<file path="config.mk">
export PLATFORM = sky130hd
export DESIGN_NAME = load_store_unit
export DESIGN_NICKNAME = d
export VERILOG_FILES = /design/src/rtl/load_store_unit_pkg.sv /design/src/rtl/load_store_unit_load_align.sv /design/src/rtl/load_store_unit.sv
export SDC_FILE = /design/constraint.sdc
export NUM_CORES = 1
export LEC_CHECK = 0
export CELL_PAD_IN_SITES_DETAIL_PLACEMENT = 0
export CELL_PAD_IN_SITES_GLOBAL_PLACEMENT = 2
export CORE_MARGIN = 5
export CORE_UTILIZATION = 38
export DETAILED_ROUTE_END_ITERATION = 8
export DONT_BUFFER_PORTS = 1
export PLACE_DENSITY = 0.95
export SYNTH_ARGS = -nofsm -noshare
export SYNTH_HDL_FRONTEND = slang
export SYNTH_SLANG_ARGS = --single-unit
</file>
<file path="constraint.sdc">
create_clock -name clk -period 4.35 [get_ports clk]
set_input_delay 0.6525 -clock clk [delete_from_list [all_inputs] [get_ports clk]]
set_output_delay 0.6525 -clock clk [all_outputs]
set_load 0.01 [all_outputs]
</file>
<file path="src/rtl/load_store_unit_pkg.sv">
// Shared encodings for the load/store unit: funct3 widths, FSM states, byte-lane width.
package load_store_unit_pkg;

  localparam logic [2:0] F3_LB  = 3'b000;
  localparam logic [2:0] F3_LH  = 3'b001;
  localparam logic [2:0] F3_LW  = 3'b010;
  localparam logic [2:0] F3_LBU = 3'b100;
  localparam logic [2:0] F3_LHU = 3'b101;
  localparam logic [2:0] F3_SB  = 3'b000;
  localparam logic [2:0] F3_SH  = 3'b001;
  localparam logic [2:0] F3_SW  = 3'b010;

  localparam int BE_W = 4;

  typedef enum logic [1:0] {
    S_IDLE,
    S_REQ,
    S_WAIT,
    S_DONE
  } lsu_state_e;

  // Unsigned variants exist only for loads; 011 and 11x are never legal.
  function automatic logic f3_illegal(input logic [2:0] f3, input logic is_store);
    return (f3 == 3'b011) || (f3[2:1] == 2'b11) || (is_store && f3[2]);
  endfunction

endpackage

</file>
<file path="src/rtl/load_store_unit_load_align.sv">
// Extracts the addressed lane of a bus read word and sign- or zero-extends it.
module lsu_load_align
  import load_store_unit_pkg::*;
#(
  parameter int XLEN = 32
) (
  input  logic [XLEN-1:0] rdata_i,
  input  logic [1:0]      offset_i,
  input  logic [2:0]      funct3_i,
  output logic [XLEN-1:0] result_o
);

  logic [XLEN-1:0] shifted;

  always_comb begin
    shifted = rdata_i >> {offset_i, 3'b000};
    case (funct3_i)
      F3_LB:   result_o = {{(XLEN-8){shifted[7]}}, shifted[7:0]};
      F3_LH:   result_o = {{(XLEN-16){shifted[15]}}, shifted[15:0]};
      F3_LBU:  result_o = {{(XLEN-8){1'b0}}, shifted[7:0]};
      F3_LHU:  result_o = {{(XLEN-16){1'b0}}, shifted[15:0]};
      default: result_o = shifted;
    endcase
  end

endmodule

</file>
<file path="src/rtl/load_store_unit.sv">
// Memory-access stage: one load or store per request on a req/gnt/rvalid bus,
// stalling the pipeline until the access completes, is rejected, or times out.
module load_store_unit
  import load_store_unit_pkg::*;
#(
  parameter int XLEN    = 32,
  parameter int TIMEOUT = 255
) (
  input  logic            clk,
  input  logic            reset,
  input  logic            valid_i,
  input  logic            memread_i,
  input  logic            memwrite_i,
  input  logic [2:0]      funct3_i,
  input  logic [XLEN-1:0] addr_i,
  input  logic [XLEN-1:0] wdata_i,
  output logic            stall_o,
  output logic            done_o,
  output logic [XLEN-1:0] rdata_o,
  output logic            misalign_o,
  output logic            err_o,
  output logic            mem_req_o,
  output logic            mem_we_o,
  output logic [XLEN-1:0] mem_addr_o,
  output logic [BE_W-1:0] mem_be_o,
  output logic [XLEN-1:0] mem_wdata_o,
  input  logic            mem_gnt_i,
  input  logic            mem_rvalid_i,
  input  logic [XLEN-1:0] mem_rdata_i
);

  localparam int CW = $clog2(TIMEOUT + 1);
  localparam logic [CW-1:0] CNT_LAST = CW'(TIMEOUT - 1);

  lsu_state_e      state_q, state_d;
  logic [CW-1:0]   cnt_q, cnt_d;
  logic [XLEN-1:0] addr_q, addr_d;
  logic [1:0]      off_q, off_d;
  logic [BE_W-1:0] be_q, be_d;
  logic [XLEN-1:0] wdata_q, wdata_d;
  logic            we_q, we_d;
  logic [2:0]      f3_q, f3_d;
  logic [XLEN-1:0] rdata_q, rdata_d;
  logic            err_q, err_d;
  logic            misalign_q, misalign_d;

  logic            accept;
  logic            misaligned;
  logic [BE_W-1:0] be_new;
  logic [XLEN-1:0] wdata_new;
  logic [XLEN-1:0] load_data;

  lsu_load_align #(.XLEN(XLEN)) u_align (
    .rdata_i  (mem_rdata_i),
    .offset_i (off_q),
    .funct3_i (f3_q),
    .result_o (load_data)
  );

  // Byte lanes are derived from funct3[1:0] so unsigned loads share the signed lanes.
  always_comb begin
    case (funct3_i[1:0])
      F3_SB[1:0]: begin
        be_new    = 4'b0001 << addr_i[1:0];
        wdata_new = {4{wdata_i[7:0]}};
      end
      F3_SH[1:0]: begin
        be_new    = 4'b0011 << {addr_i[1], 1'b0};
        wdata_new = {2{wdata_i[15:0]}};
      end
      F3_SW[1:0]: begin
        be_new    = 4'b1111;
        wdata_new = wdata_i;
      end
      default: begin
        be_new    = 4'b1111;
        wdata_new = wdata_i;
      end
    endcase
    misaligned = ((funct3_i[1:0] == F3_LH[1:0]) && addr_i[0]) ||
                 ((funct3_i[1:0] == F3_LW[1:0]) && (addr_i[1:0] != 2'b00));
  end

  always_comb begin
    state_d    = state_q;
    cnt_d      = cnt_q;
    addr_d     = addr_q;
    off_d      = off_q;
    be_d       = be_q;
    wdata_d    = wdata_q;
    we_d       = we_q;
    f3_d       = f3_q;
    rdata_d    = rdata_q;
    err_d      = 1'b0;
    misalign_d = 1'b0;
    accept     = 1'b0;
    case (state_q)
      S_IDLE: begin
        if (valid_i && (memread_i || memwrite_i)) begin
          if (f3_illegal(funct3_i, memwrite_i)) begin
            err_d = 1'b1;
          end else if (misaligned) begin
            misalign_d = 1'b1;
          end else begin
            accept  = 1'b1;
            addr_d  = {addr_i[XLEN-1:2], 2'b00};
            off_d   = addr_i[1:0];
            be_d    = be_new;
            wdata_d = wdata_new;
            we_d    = memwrite_i;
            f3_d    = funct3_i;
            cnt_d   = '0;
            state_d = S_REQ;
          end
        end
      end
      S_REQ: begin
        cnt_d = cnt_q + CW'(1);
        if (mem_gnt_i) begin
          state_d = we_q ? S_DONE : S_WAIT;
        end else if (cnt_q == CNT_LAST) begin
          err_d   = 1'b1;
          state_d = S_IDLE;
        end
      end
      S_WAIT: begin
        cnt_d = cnt_q + CW'(1);
        if (mem_rvalid_i) begin
          rdata_d = load_data;
          state_d = S_DONE;
        end else if (cnt_q == CNT_LAST) begin
          err_d   = 1'b1;
          state_d = S_IDLE;
        end
      end
      S_DONE:  state_d = S_IDLE;
      default: state_d = S_IDLE;
    endcase
  end

  always_ff @(posedge clk) begin
    if (reset) begin
      state_q    <= S_IDLE;
      cnt_q      <= '0;
      addr_q     <= '0;
      off_q      <= '0;
      be_q       <= '0;
      wdata_q    <= '0;
      we_q       <= 1'b0;
      f3_q       <= '0;
      rdata_q    <= '0;
      err_q      <= 1'b0;
      misalign_q <= 1'b0;
    end else begin
      state_q    <= state_d;
      cnt_q      <= cnt_d;
      addr_q     <= addr_d;
      off_q      <= off_d;
      be_q       <= be_d;
      wdata_q    <= wdata_d;
      we_q       <= we_d;
      f3_q       <= f3_d;
      rdata_q    <= rdata_d;
      err_q      <= err_d;
      misalign_q <= misalign_d;
    end
  end

  assign mem_req_o   = (state_q == S_REQ);
  assign mem_we_o    = (state_q == S_REQ) && we_q;
  assign mem_addr_o  = addr_q;
  assign mem_be_o    = be_q;
  assign mem_wdata_o = wdata_q;
  assign done_o      = (state_q == S_DONE);
  assign stall_o     = (state_q == S_REQ) || (state_q == S_WAIT) || accept;
  assign err_o       = err_q;
  assign misalign_o  = misalign_q;
  assign rdata_o     = rdata_q;

endmodule

</file>
**After elaboration in Yosys (flattened, before gate mapping)**

Cells that the tools add are included.

- Memories: 0
- Memory bits (read-only): 0
- Bits of input ports: 106
- Output and inout port bits: 106
- Word-level logic and storage cells: 81
- Register bits: 116
- Latch bits: 0
- Bits in writable memories: 0

- Mux-type cells: 26
- Order comparisons: 0
- Reductions and logical operators: 22
- Equal/unequal tests: 14
- Bitwise logic cells: 4
- Divide/modulo/power cells: 0
- Add/sub/neg operators: 1
- $mul: 0
- Shift operators: 3

Operators with widths:

| cell | count |
|---|---|
| 32-bit case mux with 4 select lines | 1 |
| 32-bit case mux with 2 select lines | 1 |
| 32-bit by 5-bit >> shifter with 32-bit output | 1 |
| 8-bit 2-to-1 mux | 3 |
| 8-bit case mux with 2 select lines | 1 |
| 2-bit 2-to-1 mux | 6 |
| 1-bit 2-to-1 mux | 11 |
| 8-bit by 1-bit adder with 8-bit output, second input constant | 1 |
| 2-bit == test, second input constant | 4 |
| 8-bit == test, second input constant | 1 |
| 2-bit case mux with 4 select lines | 1 |
| 4-bit case mux with 2 select lines | 1 |
| 4-bit AND reduction | 2 |
| 3-bit == test, second input constant | 2 |
| 1-bit logical OR | 6 |
| 2-bit != test, second input constant | 3 |
| 1-bit logical AND | 5 |
| 2-bit by 1-bit == test with 1-bit output, second input constant | 2 |
| 2-bit zero test | 2 |
| 1-bit NOT | 4 |
| 2-bit nonzero test | 2 |
| 4-bit OR reduction | 1 |
| 1-bit by 2-bit left shift with 4-bit output, first input constant | 1 |
| 2-bit by 2-bit left shift with 4-bit output, first input constant | 1 |
| 7 further kinds | 7 |

**Longest topological paths before layout**

Gate-level depths: netlist of the first run.

- Word-level depth: 8
- Depth in mapped cells: 8
- Gate-level depth less buffers: 6

**Cells and area by module**

Synthesis of the first run repeated with hierarchy kept, for this count alone.

- Cells, all modules: 694
- Area, all modules: 5436.5 µm²

By module, submodules not included:

| module | cells each | times used | area an instance (µm²) |
|---|---|---|---|
| load_store_unit | 587 | 1 | 4742.0 |
| lsu_load_align | 107 | 1 | 694.4 |

**Least setup slack after synthesis of the first run**

No wires, ideal clock.

- Path kind: input to output
- Start: input port funct3_i[0]
- End: output port stall_o
- Setup slack: 2.084 ns
- Arrival time: 1.614 ns
- Path buffers: 2
- Cell stages on the path: 5
- Cells stage by stage: buf_2 -> nor4_2 -> o21ai_1 -> buf_2 -> nand2b_1

- Longest elaborated chain between the ends: 8
- Elaborated cells between the ends (all ways): 13
- Classes of those cells: eq/ne (3); mux (4); reduce/logical (6)

Ends and longest elaborated chain:

| item | RTL line | text |
|---|---|---|
| start, declared | load_store_unit.sv:14 | `input logic [2:0] funct3_i,` |
| 2-bit by 1-bit == test with 1-bit output / 2-bit == test (equally long branches) | load_store_unit.sv:80, load_store_unit.sv:81 |  |
| 1-bit logical AND (on tied branches) | load_store_unit.sv:80, load_store_unit.sv:81 |  |
| 1-bit logical OR | load_store_unit.sv:80 | `misaligned = ((funct3_i[1:0] == F3_LH[1:0]) && addr_i[0]) \|\|` |
| 1-bit 2-to-1 mux | load_store_unit.sv:102 | `end else if (misaligned) begin` |
| 1-bit 2-to-1 mux * | load_store_unit.sv:100 | `if (f3_illegal(funct3_i, memwrite_i)) begin` |
| 1-bit 2-to-1 mux * | load_store_unit.sv:99 | `if (valid_i && (memread_i \|\| memwrite_i)) begin` |
| 1-bit 2-to-1 mux * | load_store_unit.sv:97 | `case (state_q)` |
| 1-bit logical OR * | load_store_unit.sv:175 | `assign stall_o = (state_q == S_REQ) \|\| (state_q == S_WAIT) \|\| accept;` |
| end, declared | load_store_unit.sv:17 | `output logic stall_o,` |

Mark *: on every way between the ends. The rest lies on a longest branch, timed or not.

**Worst setup path in the final report of the first run**

- Start: register state_q[1]
- End: output port stall_o

- Longest elaborated chain between the ends: 3
- Elaborated cells between the ends (all ways): 6
- Classes of those cells: eq/ne (2); mux (1); reduce/logical (3)

Ends and longest elaborated chain:

| item | RTL line | text |
|---|---|---|
| start, declared | load_store_unit.sv:35 | `lsu_state_e state_q, state_d;` |
| start signal, assigned | load_store_unit.sv:155 | `state_q <= state_d;` |
| 2-bit by 1-bit == test with 1-bit output, or another cell as far along | load_store_unit.sv:175 |  |
| 1-bit logical OR / 1-bit 2-to-1 mux (equally long branches) | load_store_unit.sv:175, load_store_unit.sv:97 |  |
| 1-bit logical OR * | load_store_unit.sv:175 |  |

Marks and branches as above.

==> impl_metrics.env, run 1 <==
export IMPL_worst_slew_pin_slew_ns=0.863
export IMPL_worstPathArrival_ns=2.28
export IMPL_final_hold_viol_count=0
export IMPL_worst_reg2reg_path_depth=7
export IMPL_dp_worst_setup_slack_ns=1.73
export IMPL_finalWirelength_um=15900
export IMPL_coreArea_mm2=0.0138
export IMPL_ys_async_sr_fraction=0
export IMPL_worst_case_register_to_register_setup_slack_ns=1.87
export IMPL_detail_route_antenna_nets=0
export IMPL_critical_path_sink_type="output pin"
export IMPL_cts_sinks=116
export IMPL_floorplan_io_pins=212
export IMPL_power_leakage_nw=1.95
export IMPL_globalplace_congestion=0.891
export IMPL_setup_violations=0
export IMPL_drv_cap=0
export IMPL_hp_class="in2reg"
export IMPL_clock_tree_htree_level_count=4
export IMPL_clockPowerShare=0.498
export IMPL_post_route_worst_hold_slack_ns=0.331
export IMPL_placement_rows=43
export IMPL_worstSetupStartpoint="state_q[1]"
export IMPL_setup_slack_ns=1.42
export IMPL_via_count_of_the_first_global_routing_pass=4444
export IMPL_numPortBuffers=0
export IMPL_grt_setup_unrepaired="no"
export IMPL_post_cts_setup_buffers=0
export IMPL_netlist_instances=647
export IMPL_areaGrowthSynthToFinish_pct=11.2
export IMPL_critical_path_class="reg2out"
export IMPL_routed_wire_length_per_instance_um=19.6
export IMPL_detail_route_drc_violations=0
export IMPL_postSynthAreaPerCell_um2=8.28
export IMPL_yosysWarningCount=0
export IMPL_pwr_density_cell_mw_per_mm2=447
export IMPL_finalCritPeriodShare=0.675
export IMPL_route_detailed_vias_per_inst=5.61
export IMPL_final_common_cell="nand2_1"
export IMPL_skew_ns=0.00781
export IMPL_highest_fanout_seen_on_the_critical_path=35
export IMPL_max_vdd_ir_drop_v=0.000224
export IMPL_die_width_um=129
export IMPL_post_synth_instance_area_mm2=0.00536
export IMPL_root_buffer="clkbuf_16"
export IMPL_yosys_most_used_dff="dfxtp_1"
export IMPL_swShare=0.238
export IMPL_startpoint_of_the_worst_register_to_register_path="state_q[1]"
export IMPL_end_point_of_the_critical_path="stall_o"
export IMPL_fin_tns_setup_ns=0
export IMPL_cp_required_ns=3.70
export IMPL_synth_sequential_area_ratio=0.434
export IMPL_power_frac_seq=0.431
export IMPL_ys_types=52
export IMPL_critical_path_launch_point_type="register"
export IMPL_grt_first_pass_wirelength_um=24400
export IMPL_globalRouteTotalUtil=0.187
export IMPL_drt_first_pass_iters=6
export IMPL_num_vias=4547
export IMPL_clock_tree_buffer_depth=2
export IMPL_fill_cells=1389
export IMPL_synth_edf_count=0
export IMPL_fmaxAchievable_ghz=0.341
export IMPL_clock_insertion_delay_worst_skew_ns=0.41
export IMPL_layout_drive_gt1_share=0.0919
export IMPL_grt_max_degree=115
export IMPL_n_antenna_cell=0
export IMPL_multi_input_gate_area_in_the_final_layout_mm2=0.00278
export IMPL_p_sw_w=0.000634
export IMPL_relSlewSlack=0.420
export IMPL_pwr_share_comb=0.070
export IMPL_grt_overflow_total=0
export IMPL_register_cell_area_after_layout_mm2=0.00232
export IMPL_p_int_w=0.00203
export IMPL_clk_pin_slew_ns=0.05
export IMPL_floorplan_die_area_mm2=0.0166
export IMPL_cts_made_buffers=17
export IMPL_cts_resized_gates=0
export IMPL_postSynthRegisterBits=116
export IMPL_layout_nets=731
export IMPL_status="complete, no violations"
export IMPL_die_h_um=129
export IMPL_floorplan_initialDensity=0.387
export IMPL_drtIter0Drc=234
export IMPL_timing_max_transition_violations_final=0
export IMPL_number_of_antenna_violations_at_the_first_check_in_global_routing=0
export IMPL_dpl_hpwl_um=11600
export IMPL_fin_total_pwr_w=0.00266
export IMPL_tritoncts_clock_tree="yes"
export IMPL_finalWorstPathRequiredPeriod_ns=2.93
export IMPL_mostFrequentLayoutCells="nand2_1, dfxtp_1, a21oi_1"
export IMPL_cts_hold_repair_buffers=0
export IMPL_critical_path_reg2reg_endpoint="mem_wdata_o[10]"
[critical path, cell delays in order, from the launching register on]
cell	delay, ns
dfxtp_1	0.38
inv_1	0.12
ha_1	0.27
o211a_1	0.21
o21ai_4	0.28
buf_4	0.44
nand2b_1	0.16
[state kept, by name, summed over array words and instances, names as in the netlist]
| register | cells |
|---|---|
| mem_be_o | 4 |
| we_q | 1 |
| off_q | 2 |
| cnt_q | 8 |
| mem_addr_o | 30 |
| f3_q | 3 |
| misalign_o | 1 |
| state_q | 2 |
| rdata_o | 32 |
| mem_wdata_o | 32 |
| err_o | 1 |
[layout make-up]
class	instances	share of cell area
clock inverters	10	0.0181
repair buffers	5	0.00630
well taps	180	0.0378
flip-flops and latches	116	0.390
inverters	9	0.00567
multi-input cells	469	0.466
clock buffers	22	0.0762
[stage by stage]
step            util  area, um^2  std cells
6_report       0.431        5960        811
5_1_grt        0.431        5960        811
4_1_cts        0.431        5960        811
3_5_place_dp   0.390        5400        779
3_3_place_gp   0.390        5400        779
2_1_floorplan      -        5360        648
[power by group through the flow]
| stage | clock network, W | registers, W | logic [W] |
|---|---|---|---|
| 3_3_place_gp | 0 | 0.00117 | 0.000183 |
| 5_1_grt | 0.00141 | 0.00115 | 0.000210 |
| 2_1_floorplan | 0 | 0.00116 | 0.000182 |
| 3_5_place_dp | 0 | 0.00117 | 0.000188 |
| 6_report | 0.00133 | 0.00115 | 0.000187 |
| 4_1_cts | 0.00136 | 0.00115 | 0.000188 |
[cell usage after synthesis, types with 2 or more instances]
| library cell | instances | area [um^2] |
|---|---|---|
| nor2_1 | 48 | 180 |
| inv_1 | 8 | 30.0 |
| dfxtp_1 | 116 | 2320 |
| buf_6 | 2 | 22.5 |
| o31ai_1 | 5 | 37.5 |
| a311oi_1 | 10 | 87.6 |
| mux4_2 | 2 | 45.0 |
| nand2_1 | 146 | 548 |
| buf_1 | 4 | 15.0 |
| nand2b_1 | 5 | 31.3 |
| or3_1 | 2 | 12.5 |
| clkbuf_1 | 34 | 128 |
| a211oi_2 | 10 | 125 |
| nor3_1 | 13 | 65.1 |
| o211ai_1 | 17 | 128 |
| nor2b_1 | 6 | 37.5 |
| o21ai_0 | 16 | 80.1 |
| a211oi_1 | 17 | 128 |
| buf_2 | 12 | 60.1 |
| nand3_1 | 7 | 35.0 |
| or4_1 | 3 | 22.5 |
| mux2_2 | 7 | 78.8 |
| o2bb2ai_1 | 8 | 70.1 |
| a21oi_1 | 80 | 400 |
| buf_4 | 2 | 15.0 |
| ha_1 | 7 | 87.6 |
| mux2i_1 | 34 | 340 |
| and2_1 | 2 | 12.5 |
[layer usage]
| layer | vias up | global-route usage | share of wire | wire length (um) |
|---|---|---|---|---|
| met5 | - | 0 | 0 | 0 |
| met3 | 18 | 0.104 | 0.12 | 1980 |
| met4 | 0 | 0.0655 | 0.017 | 269 |
| met2 | 206 | 0.305 | 0.48 | 7530 |
| li1 | 2208 | - | - | - |
| met1 | 2115 | 0.207 | 0.38 | 6070 |
[cells by family after synthesis]
logic type               share of synthesized area
other                                     0.000700
adder cells (fa/ha/maj)                     0.0164
buffers and inverters                       0.0512
flip-flops                                   0.434
AND/OR/NAND/NOR                              0.182
AO/OA/AOI/OAI                                0.229
multiplexers                                0.0867
[worst min path at each step]
stage / startpoint / endpoint / slack, ns / depth (start not counted)
final: reset / rdata_o[24] / 0.33 / 1
after global routing: reset / rdata_o[23] / 0.29 / 1
after CTS: reset / rdata_o[25] / 0.30 / 1
after detailed placement: off_q[0] / off_q[0] / 0.45 / 2
after global placement: we_q / we_q / 0.44 / 2
after floorplan: we_q / we_q / 0.43 / 2
No activity file was read; power rests on OpenSTA's default activity.
==> inputs of run 2 (changes only) <==
--- a/config.mk
+++ b/config.mk
@@ -8,10 +8,10 @@
 export CELL_PAD_IN_SITES_DETAIL_PLACEMENT = 0
 export CELL_PAD_IN_SITES_GLOBAL_PLACEMENT = 2
 export CORE_MARGIN = 5
-export CORE_UTILIZATION = 38
+export CORE_UTILIZATION = 35
 export DETAILED_ROUTE_END_ITERATION = 8
 export DONT_BUFFER_PORTS = 1
-export PLACE_DENSITY = 0.95
+export PLACE_DENSITY = 0.9
 export SYNTH_ARGS = -nofsm -noshare
 export SYNTH_HDL_FRONTEND = slang
 export SYNTH_SLANG_ARGS = --single-unit
==> constraint.sdc (replaced) <==
create_clock -name clk -period 2.9 [get_ports clk]
set_input_delay 0.435 -clock clk [delete_from_list [all_inputs] [get_ports clk]]
set_output_delay 0.435 -clock clk [all_outputs]
set_load 0.01 [all_outputs]
==> run 2 against run 1 <==
  * Register-to-register slack worse by 1.2 ns
  * Design area is 1.0% higher
  * Critical path depth is 1 lower
  * Flip-flop and latch count stayed put
  * Global-route usage is 1.2 points lower
  * Core utilization is 3.2 points lower
  * Combinational power is 52% higher
  * Hold slack worse by 0.22 ns
  * Clock power is 53% higher
  * Die area is 7.9% higher
==> impl_metrics.env, run 2 (synthesized netlist as in run 1, its figures left out) <==
export IMPL_status="complete, no violations"
export IMPL_fin_tns_setup_ns=0
export IMPL_routing_layer_with_the_top_usage_in_global_route="met2"
export IMPL_grt_util_met2=0.286
export IMPL_coreArea_mm2=0.0151
export IMPL_die_h_um=134
export IMPL_grt_setup_unrepaired="no"
export IMPL_fmaxAchievable_ghz=0.423
export IMPL_worstPathArrival_ns=1.93
export IMPL_fill_cells=1571
export IMPL_relSlewSlack=0.510
export IMPL_drt_first_pass_iters=4
export IMPL_layout_nets=733
export IMPL_timing_max_transition_violations_final=0
export IMPL_min_delay_start="reset"
export IMPL_via_count_of_the_first_global_routing_pass=4513
export IMPL_tritoncts_clock_tree="yes"
export IMPL_globalRouteMet3Util=0.0838
export IMPL_startpoint_of_the_worst_register_to_register_path="state_q[1]"
export IMPL_pwr_density_cell_mw_per_mm2=672
export IMPL_areaGrowthSynthToFinish_pct=12.3
export IMPL_cts_sinks=116
export IMPL_floorplan_initialDensity=0.355
export IMPL_highest_fanout_seen_on_the_critical_path=27
export IMPL_skew_ns=0.00828
export IMPL_critical_path_class="reg2out"
export IMPL_dpl_hpwl_um=11600
export IMPL_post_cts_setup_buffers=0
export IMPL_final_common_cell="nand2_1"
export IMPL_grt_overflow_total=0
export IMPL_hp_class="in2reg"
export IMPL_final_hold_viol_count=0
export IMPL_setup_slack_ns=0.534
export IMPL_grt_max_degree=115
export IMPL_drtIter0Drc=227
export IMPL_cts_hold_repair_buffers=0
export IMPL_grt_first_pass_wirelength_um=24900
export IMPL_floorplan_die_area_mm2=0.0179
export IMPL_max_vdd_ir_drop_v=0.000357
export IMPL_num_vias=4589
export IMPL_detail_route_drc_violations=0
export IMPL_m1_gr_usage=0.199
export IMPL_n_antenna_cell=0
export IMPL_placement_rows=45
export IMPL_floorplan_io_pins=212
export IMPL_root_buffer="clkbuf_16"
export IMPL_clock_tree_buffer_depth=2
export IMPL_dp_worst_setup_slack_ns=0.670
export IMPL_detail_route_antenna_nets=0
export IMPL_route_detailed_vias_per_inst=5.60
export IMPL_critical_path_launch_point_type="register"
export IMPL_routed_wire_length_per_instance_um=19.5
export IMPL_cts_resized_gates=0
export IMPL_cp_required_ns=2.47
export IMPL_worstSetupStartpoint="state_q[1]"
export IMPL_die_width_um=134
export IMPL_drv_cap=0
export IMPL_mostFrequentLayoutCells="nand2_1, dfxtp_1, a21oi_1"
export IMPL_clk_pin_slew_ns=0.05
export IMPL_setup_violations=0
export IMPL_clock_insertion_delay_worst_skew_ns=0.40
export IMPL_layout_drive_gt1_share=0.0965
export IMPL_worst_slew_pin_slew_ns=0.730
export IMPL_critical_path_sink_type="output pin"
export IMPL_power_leakage_nw=1.97
export IMPL_finalWorstPathRequiredPeriod_ns=2.37
export IMPL_clock_tree_htree_level_count=4
export IMPL_globalRouteTotalUtil=0.176
export IMPL_finalWirelength_um=16000
export IMPL_number_of_antenna_violations_at_the_first_check_in_global_routing=0
export IMPL_cts_made_buffers=17
export IMPL_finalCritPeriodShare=0.816
export IMPL_numPortBuffers=0
export IMPL_globalplace_congestion=0.828
-- run 2: worst max-delay path: stages (launching register included) --
cell      delay (ns)
dfxtp_1         0.34
inv_1           0.13
ha_1            0.30
o211a_1         0.29
o21ai_4         0.23
nand2b_1        0.23
-- run 2: layer usage --
metal  routed length (um)  up-vias
met4                  339        0
met3                 1720       27
li1                     -     2219
met1                 6310     2139
met5                    0        -
met2                 7630      204
-- run 2: where the power goes --
| part | switching [W] | internal [W] |
|---|---|---|
| registers | 0.0000699 | 0.00165 |
| clock network | 0.000718 | 0.00132 |
| logic | 0.000166 | 0.000119 |
-- run 2: metrics by stage --
stage               area, um^2  cells  hold WS [ns]  total power, W  utilization
floorplan                 5360    648         0.432         0.00201            -
global placement          5440    789         0.455         0.00204        0.360
detailed placement        5440    789         0.451         0.00204        0.360
CTS                       6020    820        0.0793         0.00410        0.399
global route              6020    820        0.0810         0.00424        0.399
finish                    6020    820         0.110         0.00405        0.399
-- run 2: path summary, 6_finish.rpt --
| kind | to | slack, ns | depth (start not counted) |
|---|---|---|---|
| setup reg to reg | cnt_q[5] | 0.64 | 6 |
| hold / removal | rdata_o[14] | 0.11 | 1 |
| hold reg to reg | we_q | 0.46 | 2 |
| setup / recovery | stall_o | 0.53 | 5 |
-- run 2: layout make-up --
type / instances / area, um^2 / share of cell area
multi-input cells: 469 / 2780 / 0.462
flip-flops and latches: 116 / 2320 / 0.386
clock buffers: 22 / 474 / 0.0788
well taps: 188 / 235 / 0.0391
clock inverters: 9 / 104 / 0.0173
repair buffers: 7 / 65.1 / 0.0108
inverters: 9 / 33.8 / 0.00561
